==> config.mk <==
export PLATFORM = sky130hd
export DESIGN_NAME = mem_access_seq
export DESIGN_NICKNAME = d
export VERILOG_FILES = /design/src/rtl/mem_pkg.sv /design/src/rtl/reg32.sv /design/src/rtl/mem_access_seq.sv
export SDC_FILE = /design/constraint.sdc
export NUM_CORES = 1
export LEC_CHECK = 0
export CAP_MARGIN = 10
export CORE_MARGIN = 10
export CORE_UTILIZATION = 34
export CTS_BUF_LIST = sky130_fd_sc_hd__clkbuf_16
export DETAILED_ROUTE_END_ITERATION = 16
export PLACE_DENSITY = 0.77
export SYNTH_ARGS = -nofsm -noshare
export SYNTH_HDL_FRONTEND = slang
export SYNTH_SLANG_ARGS = --single-unit
==> constraint.sdc <==
create_clock -name clk -period 1.45 [get_ports clk]
set_input_delay 0.29 -clock clk [delete_from_list [all_inputs] [get_ports clk]]
set_output_delay 0.29 -clock clk [all_outputs]
set_load 0.01 [all_outputs]
==> src/rtl/mem_pkg.sv <==
// Shared definitions for the memory access sequencer: state encoding and parameter defaults.
package mem_pkg;

  localparam int unsigned ADDR_BITS_DEF  = 9;
  localparam int unsigned RD_LATENCY_DEF = 1;
  localparam int unsigned DATA_W         = 32;
  localparam int unsigned CNT_W          = 4;

  typedef enum logic [1:0] {
    IDLE  = 2'd0,
    WRITE = 2'd1,
    READ  = 2'd2,
    DONE  = 2'd3
  } state_t;

endpackage

==> src/rtl/reg32.sv <==
// 32-bit register with synchronous clear (priority) and load enable.
module reg32 (
  input  logic        clk,
  input  logic        clear,
  input  logic        load,
  input  logic [31:0] d,
  output logic [31:0] q
);

  always_ff @(posedge clk) begin
    if (clear) begin
      q <= '0;
    end else if (load) begin
      q <= d;
    end
  end

endmodule

==> src/rtl/mem_access_seq.sv <==
// Sequences one RAM write or read from MAR/MDR; read data is captured back into MDR.
module mem_access_seq
  import mem_pkg::*;
#(
  parameter int unsigned ADDR_BITS  = ADDR_BITS_DEF,
  parameter int unsigned RD_LATENCY = RD_LATENCY_DEF
) (
  input  logic        clk,
  input  logic        reset,
  input  logic [31:0] BusMuxOut,
  input  logic        MARin,
  input  logic        MDRin,
  input  logic        mem_req,
  input  logic        mem_wr,
  input  logic [31:0] Mdatain,
  output logic [31:0] Address_Signal,
  output logic [31:0] Data_Signal,
  output logic        Read,
  output logic        Write,
  output logic [31:0] BusMuxIn_MDR,
  output logic        busy,
  output logic        done
);

  state_t             state, state_next;
  logic [CNT_W-1:0]   cnt, cnt_next;
  logic               read_d, write_d, done_d, busy_d;
  logic [DATA_W-1:0]  mar, mdr, mdr_d;
  logic               mar_load, mdr_load, rd_last;
  logic               unused_mar_bits;

  assign rd_last  = (state == READ) && (cnt == CNT_W'(RD_LATENCY - 1));
  assign mar_load = (state == IDLE) && MARin;
  assign mdr_load = ((state == IDLE) && MDRin) || rd_last;
  assign mdr_d    = rd_last ? Mdatain : BusMuxOut;

  reg32 u_mar (.clk(clk), .clear(reset), .load(mar_load), .d(BusMuxOut), .q(mar));
  reg32 u_mdr (.clk(clk), .clear(reset), .load(mdr_load), .d(mdr_d),     .q(mdr));

  // State, read counter and strobes share one register stage.
  always_ff @(posedge clk) begin
    if (reset) begin
      state <= IDLE;
      cnt   <= '0;
      Read  <= 1'b0;
      Write <= 1'b0;
      done  <= 1'b0;
      busy  <= 1'b0;
    end else begin
      state <= state_next;
      cnt   <= cnt_next;
      Read  <= read_d;
      Write <= write_d;
      done  <= done_d;
      busy  <= busy_d;
    end
  end

  always_comb begin
    state_next = state;
    cnt_next   = '0;
    unique case (state)
      IDLE:  if (mem_req) state_next = mem_wr ? WRITE : READ;
      WRITE: state_next = DONE;
      READ: begin
        if (rd_last) state_next = DONE;
        else         cnt_next   = cnt + CNT_W'(1);
      end
      DONE:  state_next = IDLE;
      default: state_next = IDLE;
    endcase
  end

  // Strobes are decoded from the upcoming state so they register in step with it.
  always_comb begin
    read_d  = (state_next == READ);
    write_d = (state_next == WRITE);
    done_d  = (state_next == DONE);
    busy_d  = (state_next != IDLE);
  end

  assign Address_Signal  = DATA_W'(mar[ADDR_BITS-1:0]);
  assign Data_Signal     = mdr;
  assign BusMuxIn_MDR    = mdr;
  assign unused_mar_bits = ^mar;

endmodule

==> metrics.txt <==
status finished with violations; violated checks negative setup slack; die width 111.5 µm; Area contributors post-synth dfxtp_1 (36%), a311oi_2 (17%), buf_4 (15%), nand3_1 (7.7%), nand2_1 (5.8%); reg2reg path depth 8; clk sink count 51; area delta synth->final 62.56%; Period Utilization, post-route 1.044; die area 0.01242 mm²; Compound-Gate Fraction of Synth Area 0.1997; area share of fa/ha/maj cells after synthesis 0.02200; placed cell area 0.004214 mm²; met1 Usage GRT 0.1778; CP Capture Point Write; setup TNS -0.4404 ns; FF-to-FF Start cnt[0]; DP HPWL 7.460 mm; worst path arrival time 1.75 ns; post-synthesis mux area share 0; hold_buf cts 0; CTS tree yes; Die H 111.5 µm; largest family of logic cells by synthesized area simple AND/OR/NAND/NOR gates; antenna viol nets, final 0; post-synthesis xor/xnor area fraction 0.006159; Placed Cells 542; shortest period the worst path allows 1.514 ns; YS warnings 0; CTS Buf Count 5; fin. max-slew vios 0; # rows 33; top-area cell type share of the netlist area 0.3590; max cap viols 0; worst skew pair latency 0.28 ns; grt total ovfl 0; DR pass1 iterations 4; Global Route met2 Usage 0.2716; ANT cells 0; Worst Path Required 1.68 ns; hold crit path type in2reg; Initial DRC Count 99; Worst-path clk slew 0.06 ns; nets@finish 527; H-tree Lvls 2; met3 global-route usage 0.04509; simple-gate portion of the synthesized area 0.2143; final WL 10.02 mm; CTS root buf clkbuf_16; largest net degree at the start of global routing 27; first-pass GRT wire length 16.05 mm; GRT Util Overall 0.1540; mapped cell area 0.002844 mm²; Crit Path Category reg2reg; Mapped Cells 324; Final Skew 0.004621 ns; most common cell after layout, fill and taps aside dlygate4sd2_1; Setup crit end kind flop; VDD IR max 0.5452 mV; Leak 2.026 nW; GPL Wtd Cong 0.8054; number of synthesized flops with an enable pin 0; final hold violation count 0; Placeable Area 0.008175 mm²; Initial Util 0.3479; drt wl/cell 17.96 µm; Multi-input gate area 0.001530 mm²; initial antenna violation count 0; RSZ-0062 raised after global routing true; I/O pins 170; fill count 757; Pwr Density 1074 mW/mm²; Post-Syn Area per Cell 8.778 µm²; crit path from cnt[0]; non-filler cells, final 558; Buffers on Ports 146; vias 2,684; largest area contributor in the synthesized netlist dfxtp_1; share of layout cells above drive strength 1 0.2649; Longest Clk Path Bufs 2; share of synthesized registers carrying an async set or reset 0; Register Area 0.001028 mm²; Main synth FF type dfxtp_1; vias per cell 4.810; fmax 0.6606 GHz; Startpoint Class flop; crit path max fanout 3; R2R setup slack -0.06 ns; reg2reg end Write; # setup viols final 16; FF+latch count, synth 51; DR DRC count 0; fin area 0.004623 mm²; Worst Slack Setup Final -0.06389 ns; commonest cells after routing, fill and taps aside dlygate4sd2_1 (74), clkdlybuf4s50_1 (69), dfxtp_1 (47); vias in the first global route 2,930; Unique masters post-synth 26; sequential area share after synthesis 0.3590; GRT Max-Usage Layer met2
## sequential cells by signal, indices dropped and copies added, names as in the netlist
signal,cells
cnt,4
done,1
state,2
busy,1
u_mar.q,9
u_mdr.q,32
Write,1
Read,1
## how the worst min path moves through the flow
stage	start	to	cells past startpoint
floorplan	cnt[0]	cnt[0]	1
global placement	u_mar.q[3]	u_mar.q[3]	2
detailed placement	u_mar.q[7]	u_mar.q[7]	2
CTS	reset	cnt[0]	3
global route	reset	cnt[1]	3
finish	reset	cnt[0]	3
## power by group
part	total (mW)	switching (mW)	internal [mW]
Combinational	2.10	1.03	1.07
Sequential	1.74	0.135	1.60
Clock	1.13	0.506	0.623
Total	4.97	1.67	3.29
## final cells by class
cell class,instances,area share
clock buffers,5,0.02706
repair buffers,178,0.3840
flip-flops and latches,51,0.2225
well taps,105,0.02842
inverters,5,0.004601
multi-input cells,211,0.3310
clock inverters,3,0.002436
## worst max-delay path, stage by stage, from the launching register on
cell and delay, ns:
dfxtp_2 0.32, inv_2 0.06, ha_4 0.12, nor3b_4 0.29, buf_4 0.18, buf_6 0.09
nand3_4 0.09, a31oi_4 0.17, and2_1 0.13
## cells in the mapped netlist, drive strengths merged, types with 2 or more instances
cell	n
inv	5
nor2	37
buf	67
nor2b	2
ha	5
a31oi	3
and2	2
nand2	45
dfxtp	51
a311oi	32
clkbuf	12
a21oi	10
nand3	45
## kinds of logic (layout without fill, tap and decap cells)
kind of cell | count (synthesis) | in the layout
AOI/OAI and AO/OA | 46 | 46
xor gates and xnor gates | 2 | 2
adders and majority gates | 5 | 5
buffers and inverters | 84 | 191
DFF | 51 | 51
other | 1 | 23
and+or+nand+nor | 135 | 135
## through the flow
step | hold slack, ns | worst slack (ns) | utilization | power (mW)
2_1_floorplan | 0.4297 | 0.01084 | - | 2.906
3_3_place_gp | 0.4426 | -0.1247 | 0.5155 | 3.783
3_5_place_dp | 0.4499 | -0.1373 | 0.5155 | 3.823
4_1_cts | 0.3636 | -0.04367 | 0.5608 | 5.006
5_1_grt | 0.3755 | -0.1529 | 0.5655 | 5.228
6_report | 0.3621 | -0.06389 | 0.5655 | 4.966
## timing repair
action	in CTS	in global routing
resized for setup	126	16
pin swaps	9	11
setup buffers	6	0
setup endpoints to repair	118	38
cloned	4	0
## per-layer routing
metal  wire length [µm]  part of all wire
met3                654             0.065
met1               4149              0.41
met4                116             0.012
met2               5100              0.51
met5                  0                 0
Power figures use the tool's default switching activity.
==> RTL change (same flow settings) <==
Reset style: asynchronous (`reset`), changed in one clocked block.
--- a/src/rtl/mem_access_seq.sv
+++ b/src/rtl/mem_access_seq.sv
@@ -39,5 +39,5 @@
 
   // State, read counter and strobes share one register stage.
-  always_ff @(posedge clk) begin
+  always_ff @(posedge clk or posedge reset) begin
     if (reset) begin
       state <= IDLE;
Formal check against the unedited RTL: differs if reset is asserted again (counterexample within 4 cycles, from zero or initial values and one cycle with reset high); with reset held inactive, the same outputs for 10 cycles.
==> RTL change against the original RTL <==
  * Count of clock-buffer cells in the layout unchanged
  * Global-route usage fell by 1.3 points
  * Worst hold slack worse by 0.12 ns
  * Sequential share of layout area increased by 1.0 points
  * Final area fell by 0.43%
  * Worst setup slack better by 0.068 ns
  * Routed wire length grew 3.1%
  * Critical path depth shrank 2
  * Sequential cell count stayed put
  * Synthesized area increased by 2.8%
  * Critical endpoint is now u_mdr.q[12]$_SDFFE_PP0P_
  * Highest routed layer unchanged
Power is not compared: it rests on default switching activity, and its combinational part moved more than twofold at a synthesized area within 25%.
==> RTL change: results (changes against the original RTL) <==
stage,metric,value,unit,change
final_layout,final_cell_area,4600,µm²,-0.43%
logic_synthesis,synth_area_leaders,"dfxtp_1 28%, buf_4 15%, a311oi_2 13%",,
detailed_routing,via_count,2733,,+1.8%
timing,fin_crit_sh,0.997,,-0.0466
global_routing,first_global_vias,2890,,-1.4%
worst_setup_path,rr_worst_depth,6,,-2
placed_design,dp_hpwl,7.65,mm,+2.6%
worst_setup_path,slowest_delay,0.39,ns,+0.07 ns
global_routing,use_met1,0.165,,-0.0128
worst_setup_path,crit_end,u_mdr.q[12]$_SDFFE_PP0P_,,
final_layout,nets,522,,-0.95%
timing,whs,0.238,ns,-0.124 ns
power,fin_total_pwr,9.19,mW,
logic_synthesis,ys_async_sr_fraction,0.196,,+0.196
worst_setup_path,worstReg2RegStart,state[0]$_DFF_PP0_,,
global_routing,met3_usage,0.0539,,+0.00879
logic_synthesis,seq_area_frac_synth,0.366,,+0.00728
worst_setup_path,r2r_setup_slack,0.004,ns,+0.07 ns
placed_design,post-place-ws,-0.107,ns,+0.0303 ns
final_layout,drive_gt1_frac,0.234,,-0.0305
final_layout,fillerInstances,753,,-0.53%
worst_setup_path,crit_fanout,9,,+6
worst_setup_path,crit_arrival,1.63,ns,-0.12 ns
placed_design,gp_congestion,0.818,,+1.6%
logic_synthesis,syn_avg_cell_area,9.08,µm²,+3.5%
clock_tree,cts_setup_buffers,0,,-6
status,status,"complete, no violations",,
logic_synthesis,synth_cell_type_count,30,,+15%
placed_design,dpl.cell_count,534,,-1.5%
global_routing,grt_use_total,0.141,,-0.0129
detailed_routing,viasPerCell,4.94,,+2.7%
global_routing,grt_pass1_wl,15.1,mm,-6.1%
clock_tree,ctsResizeCount,82,,-35%
detailed_routing,totalWireLength,10.3,mm,+3.1%
placed_design,dpl-instance-area,4220,µm²,+0.15%
## RTL change: critical path, delay by kind of cell, from the launching register on
family / cells / cell delay, ns
AOI/OAI and AO/OA: 1 / 0.21
adders and majority gates: 1 / 0.17
buffers and inverters: 3 / 0.45
DFF: 1 / 0.39
and+or+nand+nor: 1 / 0.12
## RTL change: cell families (layout without fill, tap and decap cells)
family,after synthesis,in the layout,synth area share
other cells,1,23,0.00128
mux,1,1,0.00385
xor+xnor,2,2,0.00599
simple gates,131,131,0.219
fa+ha+maj,5,5,0.0214
compound gates,45,45,0.175
buf+inv,86,190,0.207
flops,51,51,0.366
## RTL change: layer usage
layer	vias up	part of all wire
li1	1281	-
met1	1298	0.42
met2	144	0.47
met3	10	0.089
met4	0	0.013
met5	-	0
## RTL change: layout make-up
cell class,instances,share of cell area
clock buffers,5,0.0272
inverters,6,0.00489
multi-input cells,207,0.310
repair buffers,176,0.386
flip-flops and latches,51,0.233
well taps,105,0.0285
clock inverters,3,0.0101
